$ cat config.mk
export PLATFORM = sky130hd
export DESIGN_NAME = fp16_mul_sequencer
export DESIGN_NICKNAME = d
export VERILOG_FILES = /design/src/rtl/fp16_mul_sequencer.sv
export SDC_FILE = /design/constraint.sdc
export NUM_CORES = 1
export LEC_CHECK = 0
export CAP_MARGIN = 30
export CORE_AREA = 10 10 143 145
export CTS_CLUSTER_SIZE = 30
export DETAILED_ROUTE_END_ITERATION = 16
export DIE_AREA = 0 0 153 155
export PLACE_DENSITY = 0.65
export SYNTH_ARGS = -nofsm -noshare
export SYNTH_HDL_FRONTEND = slang
export SYNTH_SLANG_ARGS = --single-unit
$ cat constraint.sdc
create_clock -name clk -period 10.79 [get_ports clk]
set_input_delay 2.158 -clock clk [delete_from_list [all_inputs] [get_ports clk]]
set_output_delay 2.158 -clock clk [all_outputs]
set_load 0.01 [all_outputs]
$ cat src/rtl/fp16_mul_sequencer.sv
// Multi-cycle binary16 multiplier: classify, special-case short path, 11-step shift-add, normalise + RNE.
// Latency counts the accept cycle as cycle 0: out_valid in cycle 2 (special) or cycle 14 (multiply).
module fp16_mul_sequencer #(
    parameter logic [15:0] CANON_NAN        = 16'h7E00,
    parameter bit          PASS_NAN_PAYLOAD = 1'b0
) (
    input  logic        clk,
    input  logic        reset,
    input  logic        in_valid,
    output logic        in_ready,
    input  logic [15:0] a,
    input  logic [15:0] b,
    output logic        out_valid,
    input  logic        out_ready,
    output logic [15:0] result,
    output logic [3:0]  flags,
    output logic        busy
);

    localparam int unsigned SIG_W      = 11;
    localparam int unsigned PROD_W     = 22;
    localparam int unsigned CNT_W      = 4;
    localparam int unsigned MUL_CYCLES = 11;

    typedef enum logic [2:0] {
        S_IDLE,
        S_CLASSIFY,
        S_MUL,
        S_NORM,
        S_DONE
    } state_e;

    state_e              state_q, state_d;
    logic [15:0]         a_q, a_d, b_q, b_d;
    logic [PROD_W-1:0]   mcand_q, mcand_d;
    logic [SIG_W-1:0]    mplier_q, mplier_d;
    logic [PROD_W-1:0]   acc_q, acc_d;
    logic [CNT_W-1:0]    cnt_q, cnt_d;
    logic signed [6:0]   exp_q, exp_d;
    logic                sign_q, sign_d;
    logic [15:0]         result_q, result_d;
    logic [3:0]          flags_q, flags_d;
    logic                out_valid_q, in_ready_q, busy_q;

    // Operand classification; subnormals fall into the zero class (flush to zero).
    logic a_exp_ones, a_exp_zero, a_sig_zero, a_snan, a_qnan, a_nan, a_inf, a_zero;
    logic b_exp_ones, b_exp_zero, b_sig_zero, b_snan, b_qnan, b_nan, b_inf, b_zero;
    logic [15:0] nan_res;
    logic        sign_c;

    assign a_exp_ones = &a_q[14:10];
    assign a_exp_zero = ~|a_q[14:10];
    assign a_sig_zero = ~|a_q[9:0];
    assign a_snan     = a_exp_ones & ~a_sig_zero & ~a_q[9];
    assign a_qnan     = a_exp_ones & a_q[9];
    assign a_nan      = a_snan | a_qnan;
    assign a_inf      = a_exp_ones & a_sig_zero;
    assign a_zero     = a_exp_zero;

    assign b_exp_ones = &b_q[14:10];
    assign b_exp_zero = ~|b_q[14:10];
    assign b_sig_zero = ~|b_q[9:0];
    assign b_snan     = b_exp_ones & ~b_sig_zero & ~b_q[9];
    assign b_qnan     = b_exp_ones & b_q[9];
    assign b_nan      = b_snan | b_qnan;
    assign b_inf      = b_exp_ones & b_sig_zero;
    assign b_zero     = b_exp_zero;

    assign sign_c  = a_q[15] ^ b_q[15];
    assign nan_res = !PASS_NAN_PAYLOAD ? CANON_NAN
                   : (a_nan ? (a_q | 16'h0200) : (b_q | 16'h0200));

    // Normalise and round-to-nearest-even the finished product.
    logic [9:0]        norm_mant;
    logic              norm_guard, norm_sticky, norm_round_up;
    logic [10:0]       norm_mant_rnd;
    logic [9:0]        norm_mant_fin;
    logic signed [6:0] norm_exp, norm_exp_rnd;
    logic [15:0]       norm_result;
    logic [3:0]        norm_flags;

    always_comb begin
        norm_mant     = acc_q[19:10];
        norm_guard    = acc_q[9];
        norm_sticky   = |acc_q[8:0];
        norm_exp      = exp_q;
        if (acc_q[21]) begin
            norm_mant   = acc_q[20:11];
            norm_guard  = acc_q[10];
            norm_sticky = |acc_q[9:0];
            norm_exp    = exp_q + 7'sd1;
        end
        norm_round_up = norm_guard & (norm_sticky | norm_mant[0]);
        norm_mant_rnd = {1'b0, norm_mant} + {10'd0, norm_round_up};
        norm_exp_rnd  = norm_mant_rnd[10] ? norm_exp + 7'sd1 : norm_exp;
        norm_mant_fin = norm_mant_rnd[10] ? 10'd0 : norm_mant_rnd[9:0];

        if (norm_exp_rnd >= 7'sd31) begin
            norm_result = {sign_q, 5'h1F, 10'h000};
            norm_flags  = 4'b0101;
        end else if (norm_exp_rnd <= 7'sd0) begin
            norm_result = {sign_q, 15'h0000};
            norm_flags  = 4'b0011;
        end else begin
            norm_result = {sign_q, norm_exp_rnd[4:0], norm_mant_fin};
            norm_flags  = {3'b000, norm_guard | norm_sticky};
        end
    end

    // Next-state and datapath control.
    always_comb begin
        state_d  = state_q;
        a_d      = a_q;
        b_d      = b_q;
        mcand_d  = mcand_q;
        mplier_d = mplier_q;
        acc_d    = acc_q;
        cnt_d    = cnt_q;
        exp_d    = exp_q;
        sign_d   = sign_q;
        result_d = result_q;
        flags_d  = flags_q;

        case (state_q)
            S_IDLE: begin
                if (in_valid) begin
                    a_d     = a;
                    b_d     = b;
                    state_d = S_CLASSIFY;
                end
            end
            S_CLASSIFY: begin
                sign_d  = sign_c;
                state_d = S_DONE;
                if (a_snan || b_snan) begin
                    result_d = nan_res;
                    flags_d  = 4'b1000;
                end else if ((a_inf && b_zero) || (a_zero && b_inf)) begin
                    result_d = CANON_NAN;
                    flags_d  = 4'b1000;
                end else if (a_qnan || b_qnan) begin
                    result_d = nan_res;
                    flags_d  = 4'b0000;
                end else if (a_inf || b_inf) begin
                    result_d = {sign_c, 5'h1F, 10'h000};
                    flags_d  = 4'b0000;
                end else if (a_zero || b_zero) begin
                    result_d = {sign_c, 15'h0000};
                    flags_d  = 4'b0000;
                end else begin
                    mcand_d  = {11'd0, 1'b1, a_q[9:0]};
                    mplier_d = {1'b1, b_q[9:0]};
                    acc_d    = '0;
                    cnt_d    = '0;
                    exp_d    = $signed({2'b00, a_q[14:10]}) + $signed({2'b00, b_q[14:10]}) - 7'sd15;
                    state_d  = S_MUL;
                end
            end
            S_MUL: begin
                if (mplier_q[0]) begin
                    acc_d = acc_q + mcand_q;
                end
                mcand_d  = mcand_q << 1;
                mplier_d = mplier_q >> 1;
                cnt_d    = cnt_q + 4'd1;
                if (cnt_q == CNT_W'(MUL_CYCLES - 1)) begin
                    state_d = S_NORM;
                end
            end
            S_NORM: begin
                result_d = norm_result;
                flags_d  = norm_flags;
                state_d  = S_DONE;
            end
            S_DONE: begin
                if (out_ready) begin
                    state_d = S_IDLE;
                end
            end
            default: state_d = S_IDLE;
        endcase
    end

    always_ff @(posedge clk) begin
        if (reset) begin
            state_q     <= S_IDLE;
            a_q         <= '0;
            b_q         <= '0;
            mcand_q     <= '0;
            mplier_q    <= '0;
            acc_q       <= '0;
            cnt_q       <= '0;
            exp_q       <= '0;
            sign_q      <= 1'b0;
            result_q    <= 16'h0000;
            flags_q     <= 4'b0000;
            out_valid_q <= 1'b0;
            in_ready_q  <= 1'b1;
            busy_q      <= 1'b0;
        end else begin
            state_q     <= state_d;
            a_q         <= a_d;
            b_q         <= b_d;
            mcand_q     <= mcand_d;
            mplier_q    <= mplier_d;
            acc_q       <= acc_d;
            cnt_q       <= cnt_d;
            exp_q       <= exp_d;
            sign_q      <= sign_d;
            result_q    <= result_d;
            flags_q     <= flags_d;
            out_valid_q <= (state_d == S_DONE);
            in_ready_q  <= (state_d == S_IDLE);
            busy_q      <= (state_d != S_IDLE);
        end
    end

    assign in_ready  = in_ready_q;
    assign out_valid = out_valid_q;
    assign result    = result_q;
    assign flags     = flags_q;
    assign busy      = busy_q;

endmodule
; Yosys cells after proc, flatten, opt, wreduce, memory -nomap -nowiden
; Cells that the tools add are included.
[classes]
div = 0
shifts = 0
bitwise_logic = 19
add_sub_neg = 7
order_cmp = 2
n_mux = 56
multipliers = 0
n_reduce_logical = 29
n_eq_ne = 13
[ops]
columns = operator, count
row1 = two-way mux 22 bit, 11
row2 = case mux 22 bit (2 select lines), 2
row3 = two-way mux 16 bit, 5
row4 = two-way mux 11 bit, 5
row5 = two-way mux 4 bit, 10
row6 = case mux 16 bit (2 select lines), 1
row7 = two-way mux 15 bit, 2
row8 = OR reduction 10 bit, 3
row9 = two-way mux 3 bit, 9
row10 = adder 22 bit, 1
row11 = case mux 11 bit (2 select lines), 1
row12 = two-way mux 10 bit, 2
row13 = case mux 4 bit (2 select lines), 2
row14 = case mux 3 bit (5 select lines), 1
row15 = "adder 7 x 2 -> 7 bit, second input constant", 2
row16 = two-way mux 7 bit, 2
row17 = "!= test 2 bit, second input constant", 6
row18 = AND reduction 6 bit, 2
row19 = adder 10 x 1 -> 11 bit, 1
row20 = AND reduction 5 bit, 2
row21 = OR reduction 5 bit, 2
row22 = bitwise AND 1 bit, 9
row23 = OR reduction 9 bit, 1
row24 = ">= comparator 7 x 6 -> 1 bit, second input constant", 1
row25 = other kinds (22), 43
[totals]
input_bits = 36
ramBits = 0
romBits = 0
out_inout_bits = 23
n_memories = 0
reg_bits = 125
latchBits = 0

; Logic depth before layout (Yosys ltp)
[logic_depth]
depth_word = 10
depth_mapped = 15
ltp_nobuf = 13

; Worst setup path before layout
; OpenSTA, ideal clock, no wires.
[synth_path]
kind = register to register
startpoint = register acc_q[21]
endpoint = register result_q[11] (netlist: result[11])
path_slack_ns = 7.088
stages_incl_launch_ff = 16
arrival_time_ns = 3.622
n_path_buf = 4
path_cell_list = dfxtp_1 > buf_6 > clkbuf_1 > clkbuf_1 > buf_1 > nand2_1 > a21boi_0 > ha_1 > nand2_1 > or4_4 > a2111oi_4 > a31oi_2 > mux2i_4 > nand3_2 > and3_4 > a211oi_2
[synth_via]
elab_chain_len = 9
word_cells_on_any_way = 14
cone_classes = add/sub (2) / order compare (2) / mux (8) / bitwise (2)
[synth_lines]
columns = item, line_no
row1 = "start, declared", 37  ; logic [PROD_W-1:0] acc_q, acc_d;
row2 = "start signal, assigned", 191  ; acc_q <= '0;
row3 = "start signal, assigned", 206  ; acc_q <= acc_d;
row4 = two-way mux 1 bit / two-way mux 10 bit (equally long branches), 87  ; if (acc_q[21]) begin
row5 = bitwise OR 1 bit, 93  ; norm_round_up = norm_guard & (norm_sticky | norm_mant[0]);
row6 = bitwise AND 1 bit, 93
row7 = adder 10 x 1 -> 11 bit, 94  ; norm_mant_rnd = {1'b0, norm_mant} + {10'd0, norm_round_up};
row8 = two-way mux 7 bit (*), 95  ; norm_exp_rnd = norm_mant_rnd[10] ? norm_exp + 7'sd1 : norm_exp;
row9 = less-or-equal comparator 7 x 1 -> 1 bit, 101  ; end else if (norm_exp_rnd <= 7'sd0) begin
row10 = two-way mux 15 bit, 101
row11 = two-way mux 15 bit (*), 98  ; if (norm_exp_rnd >= 7'sd31) begin
row12 = case mux 16 bit (2 select lines) (*), 124  ; case (state_q)
row13 = "end signal, assigned", 210  ; result_q <= result_d;
row14 = "end, declared", 41  ; logic [15:0] result_q, result_d;
; Every way passes the cells marked *; elsewhere a longest branch is shown, timed or not.
; A chain may end at the register's enable or synchronous reset.

; Worst setup path in the final report
[layout_path]
startpoint = register result_q[9] (netlist: result[9])
endpoint = output result[9]
[layout_rtl]
columns = item, line_no
row1 = "end, declared", 15  ; output logic [15:0] result,
; No word-level cell between the ends.

==> impl_results.md <==
- Status: finished, final reports clean
- # DRC: 0
- CP Data Arrival Time: 1.37 ns
- Share of layout cells above drive strength 1: 6.47%
- Mapped Cells: 881
- Worst-Skew Late Latency: 0.42 ns
- Routed vias: 6261
- #FFs+latches synth: 125
- FMAX: 284 MHz
- Synth warnings: 0
- Slew headroom: 40.2%
- Largest net degree at the start of global routing: 70
- GRT Util Overall: 14.4%
- CORE AREA: 17700 µm²
- DR pass1 iterations: 5
- Hold Crit Class: flip-flop to flip-flop
- Global-route wire length before repair: 29300 µm
- Async set-reset flop share out of synthesis: 0%
- Design Power: 1.18 mW
- Mapped Nets: 954
- Clock skew: 0.0110 ns
- Die Wd: 153 µm
- Setup_tns: 0 ns
- Antenna Violating Nets Remaining: 0
- Worst slew pin tran: 0.889 ns
- Setup bufs post-CTS: 0
- Wirelength per Cell: 15.0 µm
- Top FF cell, synth: dfxtp_1
- Filler cell count: 1731
- Area grow syn2layout: 18.8%
- Clock H-tree levels: 4
- Endpoints failing hold: 0
- CP Capture Type: output port
- Multi-input gate area: 4140 µm²
- Layout net count: 987
- CP max-delay cell: clkdlybuf4s50_1
- I/O Pins: 59
- Post-Route WL: 17300 µm
- Iteration-0 DRC Markers: 357
- Synth unique cells: 70
- Cts repair resizes: 0
- Clock-pin slew on the worst setup and hold paths: 0.06 ns
- N_diodes: 0
- Critical path class: flip-flop to output port
- Final setup violation count: 0
- Clock Sink Count: 125
- Synth top area share: 36.2%
- Clk buf depth: 2
- Pwr dens: 144 nW/µm²
- GPL Wtd Cong: 0.837
- Fin crit period: 3.52 ns
- CP Launch Type: flip-flop
- Die area: 23700 µm²
- Vias per inst: 5.42
- Commonest non-fill, non-tap cell in the layout: nand2_1
- Die Y-Extent: 155 µm
- Pleak: 3.16 nW
- Seq/Total Area, Yosys: 36.2%
- Initial core utilization: 39.1%
- Leading area contributor after synthesis: dfxtp_1
- Top cells by area, synth: dfxtp_1, nand2_1, a21oi_1
- Maxcap violations: 0
- Total gr overflow: 0
- Cell row count: 49
- Worst-path cell chain: clkdlybuf4s50_1
- Buffers and inverters on the worst path: 1
- Antenna violations before repair: 0
- Layout Utilization: 46.5%
- CTS root buf: clkbuf_16
- Post-synth EDFFs: 0
- Final HPWL DP: 12000 µm
- Kind of cell adding the most delay to the critical path: buffers and inverters
- Hold Buf Count CTS: 0
- Mapped cell area: 6900 µm²
- Syn_area_per_cell: 7.84 µm²
- VDD IR max: 0.000106 V
- Worst-path maximum fanout: 2
- RSZ-0062 raised after global routing: no
- Register Area: 2500 µm²
- Number of global-route vias before repair: 5946
- Num CTS Buffers: 17
- Req. time, crit path: 8.63 ns
- Max Slew Vio Count: 0
- Fin crit share: 32.7%
- Commonest non-fill, non-tap cells in the layout: nand2_1, dfxtp_1, nor2_1
- CTS tree: done
- Crit-path max cell delay: 0.56 ns
- PortBufs: 58
[layout make-up]
type	instances	share of cell area, %
flip-flops and latches	125	30.5
well taps	229	3.49
multi-input cells	687	50.5
clock buffers	21	5.49
repair buffers	66	7.87
clock inverters	11	1.37
inverters	17	0.778
[path summary, 6_finish.rpt]
kind	start	to	slack, ns	cells after the start
setup reg to reg	exp_q[0]$_SDFFE_PP0P_	result[1]$_SDFFE_PP0P_	7.37	9
hold reg to reg	result[4]$_SDFFE_PP0P_	result[4]$_SDFFE_PP0P_	0.44	2
setup / recovery	result[9]$_SDFFE_PP0P_	result[9]	7.27	1
hold / removal	result[4]$_SDFFE_PP0P_	result[4]$_SDFFE_PP0P_	0.44	2
[synth_stat cells, types with 3 or more instances]
cell	number
nand2_1	138
dfxtp_1	125
nor2_1	110
a21oi_1	94
clkbuf_1	43
nand3_1	40
ha_1	35
nor4_1	25
nor3_1	20
xnor2_1	20
o21ai_0	18
inv_1	17
xor2_1	15
a211oi_1	11
a21o_1	11
a31oi_1	11
and2_1	8
mux2i_1	8
and3_1	7
nand2b_1	7
nand3b_1	7
nand4_1	6
nor4b_1	6
a211o_1	5
a21boi_0	5
a22o_1	5
buf_1	5
nor2b_1	5
o21a_1	5
or4_1	5
a211oi_2	4
mux2_2	4
o21ai_1	4
or3_1	4
buf_2	3
o31ai_1	3
[report_power, final]
| group | total (mW) | leakage, nW | switching (mW) | internal, mW |
|---|---|---|---|---|
| registers | 0.506 | 1.02 | 0.0203 | 0.485 |
| clock network | 0.544 | 0.272 | 0.218 | 0.325 |
| logic | 0.129 | 1.88 | 0.0747 | 0.0548 |
[state kept, by name (all words and copies together) (netlist names)]
signal	count
out_valid	1
result	16
mplier_q	11
a_q	16
in_ready	1
b_q	16
acc_q	22
busy	1
mcand_q	22
exp_q	7
state_q	3
cnt_q	4
sign_q	1
flags	4
[metal layers]
| layer | share of wire, % | up-vias | global-route usage, % | routed length [µm] |
|---|---|---|---|---|
| li1 | - | 3190 | - | - |
| met1 | 49 | 2915 | 18.9 | 8580 |
| met4 | 1.1 | 0 | 4.31 | 198 |
| met5 | 0 | - | 0 | 0 |
| met3 | 4.8 | 16 | 3.80 | 829 |
| met2 | 45 | 140 | 22.6 | 7730 |
[stage by stage]
step                setup slack [ns]  hold WS (ns)  area, µm²  std cells
floorplan                       7.09         0.437       6900        881
global placement                6.88         0.436       7630       1123
detailed placement              6.86         0.442       7640       1124
CTS                             7.25         0.450       8210       1156
global route                    7.09         0.470       8210       1156
finish                          7.27         0.445       8210       1156
[cells by family after synthesis]
group | count (synthesis) | share of synthesized area, %
AOI/OAI and AO/OA | 200 | 18.6
xor gates and xnor gates | 36 | 4.77
adders and majority gates | 37 | 6.92
buffers and inverters | 69 | 3.91
DFF | 125 | 36.2
muxes | 13 | 2.14
and+or+nand+nor | 401 | 27.4
Note: power is estimated with default switching activity, not from simulation.
